`config.mk`:
```
export PLATFORM = sky130hd
export DESIGN_NAME = timer_counter
export DESIGN_NICKNAME = d
export VERILOG_FILES = /design/src/rtl/timer_pkg.sv /design/src/rtl/timer_counter.sv
export SDC_FILE = /design/constraint.sdc
export NUM_CORES = 1
export LEC_CHECK = 0
export BUFFER_PORTS_ARGS = -buffer_cell sky130_fd_sc_hd__buf_2
export CAP_MARGIN = 20
export CORE_MARGIN = 1
export CORE_UTILIZATION = 40
export CTS_BUF_LIST = sky130_fd_sc_hd__clkbuf_8 sky130_fd_sc_hd__clkbuf_16
export CTS_CLUSTER_SIZE = 40
export DETAILED_ROUTE_END_ITERATION = 7
export PLACE_DENSITY = 0.64
export SLEW_MARGIN = 20
export SYNTH_ARGS = -nofsm -noshare
export SYNTH_HDL_FRONTEND = slang
export SYNTH_SLANG_ARGS = --single-unit
```
`constraint.sdc`:
```
create_clock -name clk -period 6.13 [get_ports clk]
set_clock_uncertainty 0.2 [all_clocks]
set_input_delay 0.613 -clock clk [delete_from_list [all_inputs] [get_ports clk]]
set_output_delay 0.613 -clock clk [all_outputs]
set_load 0.01 [all_outputs]
```
`src/rtl/timer_pkg.sv`:
```
// rtl/timer_pkg.sv - shared encodings for the memory-mapped down-counter timer
package timer_pkg;

    // Controller states; encodings are visible to anyone probing the state register
    typedef enum logic [1:0] {
        ST_IDLE = 2'b00,
        ST_LOAD = 2'b01,
        ST_CNT  = 2'b10,
        ST_INT  = 2'b11
    } state_e;

    // Word offsets inside the timer's address window
    localparam logic [1:0] OFF_CTRL   = 2'd0;
    localparam logic [1:0] OFF_PRESET = 2'd1;
    localparam logic [1:0] OFF_COUNT  = 2'd2;

    // CTRL bit positions
    localparam int CTRL_EN      = 0;
    localparam int CTRL_MODE_LO = 1;
    localparam int CTRL_MODE_HI = 2;
    localparam int CTRL_IM      = 3;

    // Mode codes; anything other than RELOAD behaves as one-shot
    localparam logic [1:0] MODE_ONESHOT = 2'b00;
    localparam logic [1:0] MODE_RELOAD  = 2'b01;

    function automatic logic is_reload(input logic [3:0] ctrl);
        return ctrl[CTRL_MODE_HI:CTRL_MODE_LO] == MODE_RELOAD;
    endfunction

endpackage

```
`src/rtl/timer_counter.sv`:
```
// rtl/timer_counter.sv - programmable down-counter timer with one-shot/auto-reload and maskable irq
module timer_counter
    import timer_pkg::*;
(
    input  logic        clk,
    input  logic        reset,
    input  logic [1:0]  addr,
    input  logic        we,
    input  logic [31:0] wdata,
    output logic [31:0] rdata,
    output logic        irq
);

    state_e      state_q, state_d;
    logic [3:0]  ctrl_q, ctrl_d;
    logic [31:0] preset_q, preset_d;
    logic [31:0] count_q, count_d;
    logic        irq_flag_q, irq_flag_d;

    logic ctrl_wr;
    logic preset_wr;
    logic en_now;

    assign ctrl_wr   = we && (addr == OFF_CTRL);
    assign preset_wr = we && (addr == OFF_PRESET);

    // Outside IDLE a CPU write to CTRL on the same edge overrides the stored EN,
    // so the CPU always wins against the hardware. IDLE looks only at the stored
    // EN so that the edge which sets EN is followed by exactly one IDLE cycle.
    assign en_now = ctrl_wr ? wdata[CTRL_EN] : ctrl_q[CTRL_EN];

    // State register and all architectural registers
    always_ff @(posedge clk or posedge reset) begin
        if (reset) begin
            state_q    <= ST_IDLE;
            ctrl_q     <= 4'd0;
            preset_q   <= 32'd0;
            count_q    <= 32'd0;
            irq_flag_q <= 1'b0;
        end else begin
            state_q    <= state_d;
            ctrl_q     <= ctrl_d;
            preset_q   <= preset_d;
            count_q    <= count_d;
            irq_flag_q <= irq_flag_d;
        end
    end

    // Next-state logic: counting FSM first, then CPU register writes on top
    always_comb begin
        state_d    = state_q;
        ctrl_d     = ctrl_q;
        preset_d   = preset_q;
        count_d    = count_q;
        irq_flag_d = irq_flag_q;

        unique case (state_q)
            ST_IDLE: begin
                if (ctrl_q[CTRL_EN]) begin
                    state_d = ST_LOAD;
                end
            end
            ST_LOAD: begin
                if (!en_now) begin
                    state_d = ST_IDLE;
                end else begin
                    count_d = preset_q;
                    state_d = ST_CNT;
                end
            end
            ST_CNT: begin
                if (!en_now) begin
                    state_d = ST_IDLE;
                end else if (count_q > 32'd1) begin
                    count_d = count_q - 32'd1;
                end else begin
                    // Count of 1 or 0 expires here; 0 covers PRESET = 0
                    count_d    = 32'd0;
                    irq_flag_d = 1'b1;
                    state_d    = ST_INT;
                end
            end
            ST_INT: begin
                if (!en_now) begin
                    state_d = ST_IDLE;
                end else if (is_reload(ctrl_q)) begin
                    irq_flag_d = 1'b0;
                    state_d    = ST_LOAD;
                end else begin
                    ctrl_d[CTRL_EN] = 1'b0;
                    state_d         = ST_IDLE;
                end
            end
            default: state_d = ST_IDLE;
        endcase

        // CPU writes take priority over the hardware updates above
        if (ctrl_wr) begin
            ctrl_d = wdata[3:0];
        end
        if (preset_wr) begin
            preset_d = wdata;
        end
        if (ctrl_wr || preset_wr) begin
            irq_flag_d = 1'b0;
        end
    end

    // Zero-latency register readback
    always_comb begin
        rdata = 32'd0;
        unique case (addr)
            OFF_CTRL:   rdata = {28'd0, ctrl_q};
            OFF_PRESET: rdata = preset_q;
            OFF_COUNT:  rdata = count_q;
            default:    rdata = 32'd0;
        endcase
    end

    assign irq = irq_flag_q && ctrl_q[CTRL_IM];

endmodule

```
==> results.py <==
metrics = {
    "synthesis": {
        "async_flop_share_pct": 100.0,
        "ys_top_cells_by_count": "71 x dfrtp_1, 35 x mux2_2, 34 x a22o_1",
        "synth_top_area_cell": "dfrtp_1",
        "ys_top_cells_by_area": "dfrtp_1 44%, mux2_2 9.8%, a22o_1 7.4%",
        "synth-seq-area-share_pct": 44.28,
        "synth-main-ff-cell": "dfrtp_1",
        "syn_area_per_cell_um2": 10.26,
        "yosysMostFrequentCell": "dfrtp_1",
        "synthDistinctLibCells": 52,
        "ys_warn_count": 0,
        "yosysTopAreaCellShare_pct": 44.28,
        "syn_inst": 391,
        "netlist_area_um2": 4013,
        "synth_edf_count": 0,
        "synth_nets": 430,
        "ys_ff_latch": 71,
    },
    "clocking": {
        "clk_pin_slew_ps": 80,
        "cts_resized": 0,
        "numCtsBuffers": 9,
        "cts_buffer_depth": 2,
        "cts_tree": "done",
        "cts_hold_buffers": 0,
        "post-cts-setup-buffers": 0,
        "root_buffer": "clkbuf_8",
        "h-tree-depth": 3,
        "clk_latency_ps": 360,
        "cts.sinks": 71,
    },
    "job": {
        "maxCapViolations": 0,
    },
    "power_and_ir_drop": {
        "p_int_mw": 1.156,
        "power_frac_comb_pct": 37.3,
        "clkPwrFrac_pct": 21.8,
        "p_leak_nw": 2.026,
        "power.density_nw_per_um2": 412.8,
        "p_switching_mw": 0.7737,
        "pwr-share-seq_pct": 40.9,
        "peakVddDrop_uv": 163.3,
        "swShare_pct": 40.10,
    },
    "die": {
        "die_x_um": 102.2,
        "die_h_um": 102.2,
        "fp.dieArea_um2": 10440,
        "core_um2": 9729,
        "initial_core_util_pct": 41.24,
        "num_rows": 36,
        "ios": 70,
    },
    "critical_path": {
        "cp.arrival_ps": 3810,
        "crit_fanout": 24,
        "worstSetupStartpointType": "input pin",
        "critical_path_class": "in2reg",
        "r2r_cells": 6,
        "crit_start": "addr[1]",
        "reg2reg_from": "count_q[21]",
        "reg2reg_slack_ps": 2730,
        "worstSetupEndpoint": "count_q[24]",
        "r2r-end": "count_q[8]",
        "cp.required_ps": 6170,
        "endpoint_kind": "register",
    },
    "route": {
        "vias": 3491,
        "drt-total-wl_mm": 10.47,
        "dr.pass1.iters": 4,
        "viasPerCell": 5.968,
        "drc_errors": 0,
        "drtIter0Drc": 186,
        "antenna_left": 0,
        "wire_per_inst_um": 17.90,
    },
    "global_routing": {
        "grt_max_degree": 72,
        "grt_pass1_vias": 3319,
        "overflow": 0,
        "gr-usage-all-layers_pct": 21.23,
        "grt_pass1_wl_mm": 16.91,
        "grt_antenna_before_repair": 0,
    },
    "placement": {
        "place.gp.congestion": 0.8404,
        "post-place-ws_ps": 2041,
        "io_buffers": 69,
        "dp_hpwl_mm": 7.137,
        "placed_area_um2": 4452,
    },
    "cells_and_area": {
        "drive_gt1_share_pct": 30.31,
        "fin_area_um2": 4674,
        "diodes": 0,
        "area.growth.synth_to_final_pct": 16.50,
        "final_nets": 486,
        "finish.utilization_pct": 48.05,
    },
    "timing": {
        "max_slew_margin_pct": 39.87,
        "min_period_ps": 3768,
        "rsz0062_at_grt": "no",
        "final-setup-viol-count": 0,
        "tightest_slew_ps": 902.0,
        "max_freq_mhz": 265.4,
        "hold_ws_ps": 273.3,
        "finalSetupTns_ps": 0,
        "min_period_over_period_pct": 61.47,
        "hold_viol_final": 0,
        "slew_viol_final": 0,
        "fin_ws_ps": 2362,
    },
    "worst_hold_path": {
        "hold_path.class": "in2reg",
    },
    "outcome": {
        "status": "completed",
    },
}
## kinds of logic after synthesis
kind of cell	share of synthesized area (%)
xor gates and xnor gates	0.2183
AOI/OAI and AO/OA	22.70
buffers and inverters	4.178
DFF	44.28
and+or+nand+nor	16.93
muxes	11.07
adders and majority gates	0.6235
## power by group through the flow
stage | Clock [mW] | Combinational (mW) | Sequential, mW
after floorplan | 0 | 0.572 | 0.726
after global placement | 0 | 0.703 | 0.792
after detailed placement | 0 | 0.714 | 0.793
after CTS | 0.431 | 0.717 | 0.785
after global routing | 0.450 | 0.797 | 0.811
final | 0.421 | 0.720 | 0.789
## worst min path at each step
stage / start / end / depth (start not counted)
2_1_floorplan: irq_flag_q / irq_flag_q / 1
3_3_place_gp: preset_q[24] / preset_q[24] / 1
3_5_place_dp: ctrl_q[1] / ctrl_q[1] / 1
4_1_cts: wdata[9] / preset_q[9] / 2
5_1_grt: wdata[14] / preset_q[14] / 2
6_report: wdata[9] / preset_q[9] / 2
## worst max-delay path, stage by stage
cell	delay (ps)
buf_2	160
nor3b_1	700
mux2i_1	500
or2_1	730
inv_1	400
buf_4	280
and3_1	180
a211o_1	230
## state kept, by name, indices dropped and copies added (netlist names)
signal / flops
state_q: 2
count_q: 32
irq_flag_q: 1
ctrl_q: 4
preset_q: 32
## cells in the final DEF, fill, tap and decap left out, drive strengths merged, types with 7 or more instances in the layout
master / netlist / routed
nor2: 13 / 13
inv: 6 / 7
nor4: 20 / 20
a221o: 17 / 17
a21o: 9 / 9
dfrtp: 71 / 71
a22o: 34 / 34
or4: 8 / 8
nor3: 22 / 22
mux2: 35 / 35
nand2: 21 / 21
nand3: 7 / 7
clkbuf: 21 / 10
buf: 12 / 78
o21ai: 25 / 25
## layer usage
layer  vias up  wire length (um)  global-route usage [%]
li1       1649                 -                       -
met1      1704              4768                   28.69
met2       120              4890                   33.51
met3        18               636                   3.557
met4         0               178                   9.451
met5         -                 0                       0
## area by class of cell
cell class / instances / area [um^2]
fill: 979 / 5055
multi-input combinational: 281 / 2073
sequential: 71 / 1777
timing repair buffer: 78 / 412.9
tap: 133 / 166.4
clock buffer: 10 / 137.6
clock inverter: 6 / 85.08
inverter: 6 / 22.52
## stage by stage
step | std cells | power (mW)
after floorplan | 391 | 1.298
after global placement | 569 | 1.495
after detailed placement | 569 | 1.507
after CTS | 585 | 1.933
after global routing | 585 | 2.057
final | 585 | 1.930
No activity file was read; power rests on OpenSTA's default activity.
